**src/rtl/i2c_txn_controller.sv**
```systemverilog
// ---------------------------------------------------------------------------
// i2c_txn_controller
//
// Purpose: host-side transaction sequencer for a byte-oriented I2C master.
// It accepts one command at a time and hands it to the master. Write bytes go
// from a host write FIFO to the master on each data request. Bytes the master
// reads are collected into a host read FIFO. The end of every transaction is
// reported with a one-cycle done pulse.
//
// Optional feature: define I2C_TXN_TIMEOUT_EN to build a watchdog on the
// LAUNCH phase. Without it, LAUNCH waits indefinitely and timeout is 0.
//
// Parameters:
//   FIFO_DEPTH      entries in each of the write and read FIFOs (pow2, >= 8)
//   TIMEOUT_CYCLES  launch watchdog limit in clk cycles
//
// Ports:
//   clk, rst                 system clock, async active-high reset
//   cmd_*                    host command (valid/ready, rnw, addr, len)
//   wr_valid/wr_ready/wr_data   host write-byte stream into the write FIFO
//   rd_valid/rd_ready/rd_data   host read-byte stream out of the read FIFO
//   done/short_rd            end-of-transaction pulse, short-read flag
//   rd_ovf                   sticky read-FIFO overflow, cleared on cmd accept
//   timeout                  watchdog expiry pulse
//   m_*                      master-facing control and data handshake
// ---------------------------------------------------------------------------
`default_nettype none

module i2c_txn_controller #(
  parameter int FIFO_DEPTH     = 8,
  parameter int TIMEOUT_CYCLES = 65535
) (
  input  logic       clk,
  input  logic       rst,
  input  logic       cmd_valid,
  output logic       cmd_ready,
  input  logic       cmd_rnw,
  input  logic [6:0] cmd_addr,
  input  logic [2:0] cmd_len,
  input  logic       wr_valid,
  output logic       wr_ready,
  input  logic [7:0] wr_data,
  output logic       rd_valid,
  input  logic       rd_ready,
  output logic [7:0] rd_data,
  output logic       done,
  output logic       short_rd,
  output logic       rd_ovf,
  output logic       timeout,
  output logic       m_start,
  input  logic       m_ready,
  input  logic       m_busy,
  input  logic       m_data_request,
  output logic       m_data_valid,
  input  logic       m_data_available,
  output logic       m_read_nwrite,
  output logic [6:0] m_addr,
  output logic [7:0] m_data_i,
  input  logic [7:0] m_data_o,
  output logic [2:0] m_data_size
);

  localparam int AW = $clog2(FIFO_DEPTH);

  typedef enum logic [1:0] {IDLE, LAUNCH, RUN, FINISH} state_t;

  state_t     state;
  state_t     state_next;

  logic       accept;
  logic       timeout_hit;
  logic       req_q;
  logic       avail_q;
  logic       req_rise;
  logic       avail_rise;
  logic       data_pend;
  logic [2:0] byte_cnt;

  // m_busy only matters to a watchdog that looks at it; this one counts
  // LAUNCH cycles alone, so the input is sunk here.
  logic       unused_busy;
  assign unused_busy = m_busy;

  // ---------------- write FIFO ----------------
  logic [7:0]  wf_mem [FIFO_DEPTH];
  logic [AW:0] wf_wptr;
  logic [AW:0] wf_rptr;
  logic        wf_empty;
  logic        wf_full;
  logic        wf_push;
  logic        wf_pop;

  assign wf_empty = (wf_wptr == wf_rptr);
  assign wf_full  = (wf_wptr[AW] != wf_rptr[AW]) &&
                    (wf_wptr[AW-1:0] == wf_rptr[AW-1:0]);
  assign wr_ready = ~wf_full;
  assign wf_push  = wr_valid & wr_ready;
  // A byte is only pulled once the master has asked for one; an empty FIFO
  // simply leaves the request pending and the master stalls.
  assign wf_pop   = data_pend & ~wf_empty & (state == RUN);

  // ---------------- read FIFO ----------------
  logic [7:0]  rf_mem [FIFO_DEPTH];
  logic [AW:0] rf_wptr;
  logic [AW:0] rf_rptr;
  logic        rf_empty;
  logic        rf_full;
  logic        rf_push_req;
  logic        rf_push;
  logic        rf_pop;
  logic        rf_drop;

  assign rf_empty    = (rf_wptr == rf_rptr);
  assign rf_full     = (rf_wptr[AW] != rf_rptr[AW]) &&
                       (rf_wptr[AW-1:0] == rf_rptr[AW-1:0]);
  assign rd_valid    = ~rf_empty;
  assign rd_data     = rf_mem[rf_rptr[AW-1:0]];
  assign rf_pop      = rd_valid & rd_ready;
  assign rf_push_req = avail_rise & m_read_nwrite & (state == RUN);
  // A pop in the same cycle frees the head slot, so a full FIFO still takes it.
  assign rf_push     = rf_push_req & (~rf_full | rf_pop);
  assign rf_drop     = rf_push_req & rf_full & ~rf_pop;

  assign req_rise   = m_data_request & ~req_q;
  assign avail_rise = m_data_available & ~avail_q;
  assign accept     = cmd_valid & cmd_ready;

  // FIFO storage carries no reset; emptiness is defined by the pointers.
  always_ff @(posedge clk) begin
    if (wf_push) wf_mem[wf_wptr[AW-1:0]] <= wr_data;
    if (rf_push) rf_mem[rf_wptr[AW-1:0]] <= m_data_o;
  end

  always_ff @(posedge clk or posedge rst) begin
    if (rst) begin
      wf_wptr <= '0;
      wf_rptr <= '0;
      rf_wptr <= '0;
      rf_rptr <= '0;
    end else begin
      if (wf_push) wf_wptr <= wf_wptr + 1'b1;
      if (wf_pop)  wf_rptr <= wf_rptr + 1'b1;
      if (rf_push) rf_wptr <= rf_wptr + 1'b1;
      if (rf_pop)  rf_rptr <= rf_rptr + 1'b1;
    end
  end

  // ---------------- launch watchdog ----------------
`ifdef I2C_TXN_TIMEOUT_EN
  localparam int WDW = $clog2(TIMEOUT_CYCLES + 1);
  localparam logic [WDW-1:0] WD_LAST = WDW'(TIMEOUT_CYCLES - 1);

  logic [WDW-1:0] wd_cnt;

  always_ff @(posedge clk or posedge rst) begin
    if (rst) begin
      wd_cnt <= '0;
    end else if (accept) begin
      wd_cnt <= '0;
    end else if (state == LAUNCH) begin
      wd_cnt <= wd_cnt + 1'b1;
    end
  end

  // Fires on the TIMEOUT_CYCLES-th LAUNCH cycle if the master is still ready.
  assign timeout_hit = (state == LAUNCH) && m_ready && (wd_cnt == WD_LAST);
`else
  assign timeout_hit = 1'b0;
`endif
  assign timeout = timeout_hit;

  // ---------------- control FSM ----------------
  always_ff @(posedge clk or posedge rst) begin
    if (rst) state <= IDLE;
    else     state <= state_next;
  end

  always_comb begin
    state_next = state;
    cmd_ready  = 1'b0;
    m_start    = 1'b0;
    done       = 1'b0;
    case (state)
      IDLE: begin
        cmd_ready = 1'b1;
        if (cmd_valid) state_next = LAUNCH;
      end
      LAUNCH: begin
        m_start = 1'b1;
        if (!m_ready)        state_next = RUN;
        else if (timeout_hit) state_next = IDLE;
      end
      RUN: begin
        if (m_ready) state_next = FINISH;
      end
      FINISH: begin
        done       = 1'b1;
        state_next = IDLE;
      end
      default: state_next = IDLE;
    endcase
  end

  // A read that delivered fewer bytes than asked for was NACKed or aborted.
  assign short_rd = done & m_read_nwrite & (byte_cnt < m_data_size);

  // ---------------- command latch, data handshake, status ----------------
  always_ff @(posedge clk or posedge rst) begin
    if (rst) begin
      m_addr        <= '0;
      m_read_nwrite <= 1'b0;
      m_data_size   <= '0;
      byte_cnt      <= '0;
      req_q         <= 1'b0;
      avail_q       <= 1'b0;
      data_pend     <= 1'b0;
      m_data_valid  <= 1'b0;
      m_data_i      <= '0;
      rd_ovf        <= 1'b0;
    end else begin
      req_q   <= m_data_request;
      avail_q <= m_data_available;

      if (accept) begin
        m_addr        <= cmd_addr;
        m_read_nwrite <= cmd_rnw;
        m_data_size   <= cmd_len;
        byte_cnt      <= '0;
        rd_ovf        <= 1'b0;
      end else begin
        if (rf_drop) rd_ovf <= 1'b1;
        // Counts bytes the master delivered, dropped ones included.
        if (rf_push_req && byte_cnt != 3'd7) byte_cnt <= byte_cnt + 3'd1;
      end

      // The request edge always withdraws the previous byte first, so the
      // master never mistakes stale data for the byte it just asked for.
      if (state == FINISH) begin
        m_data_valid <= 1'b0;
        data_pend    <= 1'b0;
      end else if (req_rise && !m_read_nwrite && state == RUN) begin
        m_data_valid <= 1'b0;
        data_pend    <= 1'b1;
      end else if (wf_pop) begin
        m_data_i     <= wf_mem[wf_rptr[AW-1:0]];
        m_data_valid <= 1'b1;
        data_pend    <= 1'b0;
      end
    end
  end

endmodule

`default_nettype wire

```
**config.mk**
```make
export PLATFORM = sky130hd
export DESIGN_NAME = i2c_txn_controller
export DESIGN_NICKNAME = d
export VERILOG_FILES = /design/src/rtl/i2c_txn_controller.sv
export SDC_FILE = /design/constraint.sdc
export NUM_CORES = 1
export LEC_CHECK = 0
export ABC_AREA = 1
export CAP_MARGIN = 20
export CORE_MARGIN = 1.5
export CORE_UTILIZATION = 45
export CTS_CLUSTER_DIAMETER = 150
export DETAILED_ROUTE_END_ITERATION = 12
export HOLD_SLACK_MARGIN = 0.12
export PLACE_DENSITY = 0.65
export SLEW_MARGIN = 10
export SYNTH_ARGS = -nofsm -noshare
export SYNTH_HDL_FRONTEND = slang
export SYNTH_SLANG_ARGS = --single-unit
```
**constraint.sdc**
```tcl
create_clock -name clk -period 2.7 [get_ports clk]
set_input_delay 0.27 -clock clk [delete_from_list [all_inputs] [get_ports clk]]
set_output_delay 0.27 -clock clk [all_outputs]
set_load 0.02 [all_outputs]
```
==> impl_metrics.toml, run 1 <==
[outcome]
outcome = "finished clean"

[floorplanning]
die_h_um = 132
initial_utilization = 0.466
ios = 72
num_rows = 46
dieArea_um2 = 17400
core_um2 = 16100
die_w_um = 132

[final_layout]
final_core_util = 0.566
area_delta_synth_final_pct = 21.5
drive_gt1_frac = 0.106
nets = 839
fin_cells = 1019
diodes = 0

[routing]
wire_per_inst_um = 15.0
first_pass_iters = 4
drt-total-wl_um = 15300
post-route-drc-count = 0
vias_per_cell = 4.94
drtIter0Drc = 288
final_antenna_net_count = 0
vias = 5030

[clock_tree]
htree_levels = 4
tritoncts = "built"
root_buffer = "clkbuf_16"
cts_sinks = 173
insertion_delay_ps = 430
cts_hold_buf = 0
path_clk_slew_ps = 60
cts_buffers = 17
cts.path.max_buffers = 2

[sta]
max_slew_margin = 0.361
rsz0062_at_grt = "false"
finalSetupTns_ps = 0
hold_viol = 0
fin_skew_ps = 7.36
fin_crit_ps = 2560
worst_slack_ps = 145
finalCritPeriodShare = 0.946
worst_pin_slew_ps = 956
slew_violations = 0
clock.fmax_mhz = 391
final-setup-viol-count = 0

[synth]
syn_avg_cell_area_um2 = 10.5
synth_largest_area_cell = "edfxtp_1"
synth_flop_cell = "edfxtp_1"
yosysSeqAreaShare = 0.664
synth_nets = 758
synthTopCellsByCount = "nand2_1 (172), nor2_1 (135), edfxtp_1 (128)"
yosys_warnings = 0
synth_top_area_frac = 0.514
yosysUniqueCellTypes = 32
async_flop_share = 0.260
synth_area_um2 = 7480
synth_edf_count = 128
synth-simple-area-share = 0.198
yosys-top-cells-area = "edfxtp_1 (51%), dfrtp_1 (15%), nand2_1 (8.6%)"
synth_most_common_cell = "nand2_1"
syn_inst = 710
synthXorXnorAreaFrac = 0.0141
synth_fa_ha_area_frac = 0.0201
synth-compound-area-share = 0.0651
synth_seq_cells = 173
synth_top_family_by_area = "simple AND/OR/NAND/NOR gates"
synth.mux.area_fraction = 0

[power_and_ir_drop]
p_per_area_nw_per_um2 = 1080
worst_ir_drop_vdd_mv = 0.519
leakage_nw = 3.63

[min_path]
hold_class = "input port to asynchronous set/reset pin"

[worst_setup_path]
r2r_cells = 6
timing.rr.start = "state[0]"
crit_required_ps = 2430
worstSetupStartpoint = "rf_rptr[0]"
critPathCaptureType = "output pin"
startpoint_type = "flop"
r2r_setup_slack_ps = 400
worstPathMaxFanout = 33
cp.arrival_ps = 2290
rr_endpoint = "rf_mem[5][1]"
worst-setup-path-type = "flop to output pin"

[global_routing]
grt_pass1_wl_um = 24300
grt_usage = 0.180
grt_pass1_vias = 4933
grt_antenna_before_repair = 0
grt_start_max_net_pins = 46
grt-ovfl-total = 0

[placed_design]
place_ws_ps = 388
hpwl_um = 9970
place_congestion = 0.778
placed_cells = 987
io_buffers = 69

[job]
drv_cap = 0
sequential cells by signal, indices dropped and copies added (netlist names):
register	cells
m_read_nwrite	1
wf_mem	64
avail_q	1
rf_wptr	4
byte_cnt	3
data_pend	1
state	2
rf_rptr	4
m_data_i	8
rf_mem	64
m_data_valid	1
m_data_size	3
wf_rptr	4
rd_ovf	1
m_addr	7
req_q	1
wf_wptr	4
power by group:
| group | total (mW) | leakage [nW] | switching (mW) | internal (mW) |
|---|---|---|---|---|
| Combinational | 3.69 | 1.60 | 2.24 | 1.45 |
| Sequential | 3.66 | 1.73 | 0.356 | 3.30 |
| Clock | 2.50 | 0.297 | 1.03 | 1.47 |
| Total | 9.84 | 3.63 | 3.62 | 6.22 |
how the worst max path moves through the flow:
stage | to | slack [ps] | cells after the start
after global routing | rd_data[7] | 30 | 6
final | rd_data[7] | 140 | 7
after floorplan | rf_mem[2][0] | 810 | 6
after global placement | rf_mem[7][3] | 440 | 5
after detailed placement | rf_mem[3][4] | 390 | 6
after CTS | wr_ready | 20 | 6
routing by layer:
metal | up-vias | GRT usage | wire length (µm)
met5 | - | 0 | 0
met4 | 0 | 0.0667 | 216
met3 | 19 | 0.0419 | 593
met2 | 86 | 0.316 | 7960
met1 | 2398 | 0.217 | 6490
li1 | 2527 | - | -
layout make-up:
cell class                      count  area [µm²]
Fill cell                        1307        6970
Sequential cell                   173        4970
Multi-Input combinational cell    475        2220
Timing Repair Buffer               93         898
Clock buffer                       17         425
Tap cell                          216         270
Clock inverter                     14         180
Inverter                           31         119
repair_timing:
item,4_1_cts,5_1_grt
gates resized for setup,1,5
setup buffers,0,0
endpoints found under the setup margin,2,9
logic make-up after synthesis:
logic type | count (synthesis)
simple gates | 354
fa+ha+maj | 12
xor+xnor | 12
flops | 173
compound gates | 96
buf+inv | 62
other cells | 1
critical path: stages (launching register included):
cell and delay, ps:
dfrtp_2 460, inv_1 100, buf_6 250, nor2_1 70, o21ai_0 200, nand2_1 90
nand2_1 70, clkdlybuf4s50_1 600
cell usage in the layout (no fill, tap or decap), types with 7 or more instances in the layout:
master	count
nand2_1	172
nor2_1	135
edfxtp_1	128
o21ai_0	86
clkdlybuf4s50_1	69
dfrtp_1	43
nand3_1	26
inv_1	22
buf_4	20
clkbuf_16	17
ha_1	12
inv_2	8
xor2_1	7
stage by stage:
step           hold WS [ps]  power [mW]  area, µm²
2_1_floorplan           301        6.12       7480
3_3_place_gp            464        7.23       8450
3_5_place_dp            470        7.40       8450
4_1_cts                 304        9.92       9060
5_1_grt                 139        10.5       9090
6_report                140        9.84       9090
No activity file was read; power rests on OpenSTA's default activity.
==> run 2: changes to the inputs <==
--- a/config.mk
+++ b/config.mk
@@ -13,6 +13,7 @@
 export DETAILED_ROUTE_END_ITERATION = 12
 export HOLD_SLACK_MARGIN = 0.12
 export PLACE_DENSITY = 0.65
+export RECOVER_POWER = 25
 export SLEW_MARGIN = 10
 export SYNTH_ARGS = -nofsm -noshare
 export SYNTH_HDL_FRONTEND = slang
==> constraint.sdc (replaced) <==
create_clock -name clk -period 2.45 [get_ports clk]
set_input_delay 0.245 -clock clk [delete_from_list [all_inputs] [get_ports clk]]
set_output_delay 0.245 -clock clk [all_outputs]
set_load 0.02 [all_outputs]
==> run 2 against run 1 <==
  * Sequential share of layout area is 0.19 points lower
  * Die area stayed put
  * Combinational power is 11% higher
  * Largest cell class unchanged
==> impl_metrics.toml, run 2 (synthesized netlist as in run 1, its figures left out) <==
[outcome]
outcome = "finished clean"

[final_layout]
diodes = 0
layout_commonest_cell = "nand2_1"
mostFrequentLayoutCells = "nand2_1 (172), nor2_1 (135), edfxtp_1 (128)"
fillCellCount = 1356
drive_gt1_frac = 0.110
nets = 846
final_area_um2 = 9120
area_delta_synth_final_pct = 22.0

[floorplanning]
die_h_um = 132
num_rows = 46
ios = 72
initial_utilization = 0.466
core_um2 = 16100
die_w_um = 132
dieArea_um2 = 17400

[global_routing]
grt_pass1_vias = 5058
grt_util_met1 = 0.207
grt_pass1_wl_um = 24700
grt_start_max_net_pins = 34
grt_usage = 0.181
busiest_layer = "met2"
gr-usage-met2 = 0.328
grt_antenna_before_repair = 0
use_met3 = 0.0400
grt-ovfl-total = 0

[power_and_ir_drop]
leakage_nw = 3.73
comb_power_share = 0.382
p_int_mw = 6.73
swShare = 0.370
p_sw_mw = 3.95
pwr-share-clk = 0.244
p_per_area_nw_per_um2 = 1170
power_frac_seq = 0.375
worst_ir_drop_vdd_mv = 0.520

[routing]
final_antenna_net_count = 0
drtIter0Drc = 354
wire_per_inst_um = 14.8
drt-total-wl_um = 15200
first_pass_iters = 4
vias_per_cell = 4.97
post-route-drc-count = 0
vias = 5103

[worst_setup_path]
crit_required_ps = 2200
worst-setup-path-type = "flop to output pin"
startpoint_type = "flop"
cp.arrival_ps = 2050
critPathSlowestCell = "clkdlybuf4s50_1"
worstPathMaxFanout = 12
crit_family = "buffers and inverters"
cp_num_buf_inv = 2
slowest_delay_ps = 570
cp_cell_sequence = "buf_4 -> nand2_1 -> nand2_1 -> nand2_1 -> nor2_2 -> nand2_2 -> clkdlybuf4s50_1"
critPathCaptureType = "output pin"
cpMostUsedCell = "nand2_1"

[clock_tree]
root_buffer = "clkbuf_16"
htree_levels = 4
insertion_delay_ps = 420
path_clk_slew_ps = 70
cts.path.max_buffers = 2
cts_sinks = 173
cts_buffers = 17
tritoncts = "built"

[sta]
rsz0062_at_grt = "false"
finalCritPeriodShare = 0.938
fin_skew_ps = 6.76
clock.fmax_mhz = 435
finalSetupTns_ps = 0
max_slew_margin = 0.354
slew_violations = 0
final-setup-viol-count = 0
worst_pin_slew_ps = 967
fin_crit_ps = 2300
hold_viol = 0

[placed_design]
hpwl_um = 10100
io_buffers = 69
place_area_um2 = 8520
place_congestion = 0.779

[job]
drv_cap = 0

[min_path]
hold_class = "input port to flop"
-- run 2: cell count changes in the layout (fill, tap and decap cells not counted), moves of 2 or more --
cell	change
dlygate4sd3_1	+12
dlygate4sd2_1	+2
buf_4	+9
dlymetal6s2s_1	+8
clkdlybuf4s50_1	-22
buf_6	-2
clkinv_1	+3
-- run 2: layout make-up --
type | instances | area [µm²] | share of cell area
clock inverter | 14 | 141 | 0.0155
multi-input combinational | 475 | 2220 | 0.244
tap | 216 | 270 | 0.0296
sequential | 173 | 4970 | 0.545
clock buffer | 18 | 429 | 0.0470
inverter | 31 | 119 | 0.0130
timing repair buffer | 100 | 966 | 0.106
-- run 2: per-layer routing --
metal  vias up  part of all wire
met1      2441              0.42
met2        93              0.53
li1       2540                 -
met4         0             0.020
met3        29             0.031
met5         -                 0
-- run 2: path summary, 6_finish.rpt --
check                               end  depth (start not counted)  slack, ps   startpoint
min in group asynchronous     m_addr[4]                          2        490          rst
hold / removal                m_addr[0]                          3        350  cmd_addr[0]
hold reg to reg               m_addr[4]                          2        480    m_addr[4]
max in group asynchronous    wf_wptr[1]                          3       1210          rst
setup / recovery               rd_valid                          7        150   rf_rptr[2]
setup reg to reg           rf_mem[0][6]                          7        450     state[0]
-- run 2: worst min-delay path: stages --
cell and delay (ps):
clkdlybuf4s50_1 390, nand2_1 60, nand2_1 40
-- run 2: timing repair --
action                     CTS  global route
buffers inserted             0             0
resized for setup            6            10
cloned                       0             0
setup endpoints to repair    8             8
hold buffers                 0             0
-- run 2: per-stage QoR --
step | hold WS, ps | utilization | setup slack, ps | instances | total power [mW]
3_3_place_gp | 465 | 0.531 | 337 | 995 | 8.01
2_1_floorplan | 276 | - | 562 | 710 | 6.75
6_report | 352 | 0.568 | 152 | 1027 | 10.7
4_1_cts | 182 | 0.567 | 3.25 | 1027 | 10.8
3_5_place_dp | 465 | 0.531 | 313 | 995 | 8.17
5_1_grt | 356 | 0.568 | 37.6 | 1027 | 11.4
-- run 2: power by group through the flow --
| stage | registers (mW) | logic, mW | clock network, mW |
|---|---|---|---|
| finish | 4.00 | 4.08 | 2.60 |
| global route | 4.06 | 4.57 | 2.76 |
| CTS | 4.00 | 4.14 | 2.65 |
| detailed placement | 4.05 | 4.12 | 0 |
| global placement | 4.02 | 3.99 | 0 |
| floorplan | 4.08 | 2.67 | 0 |
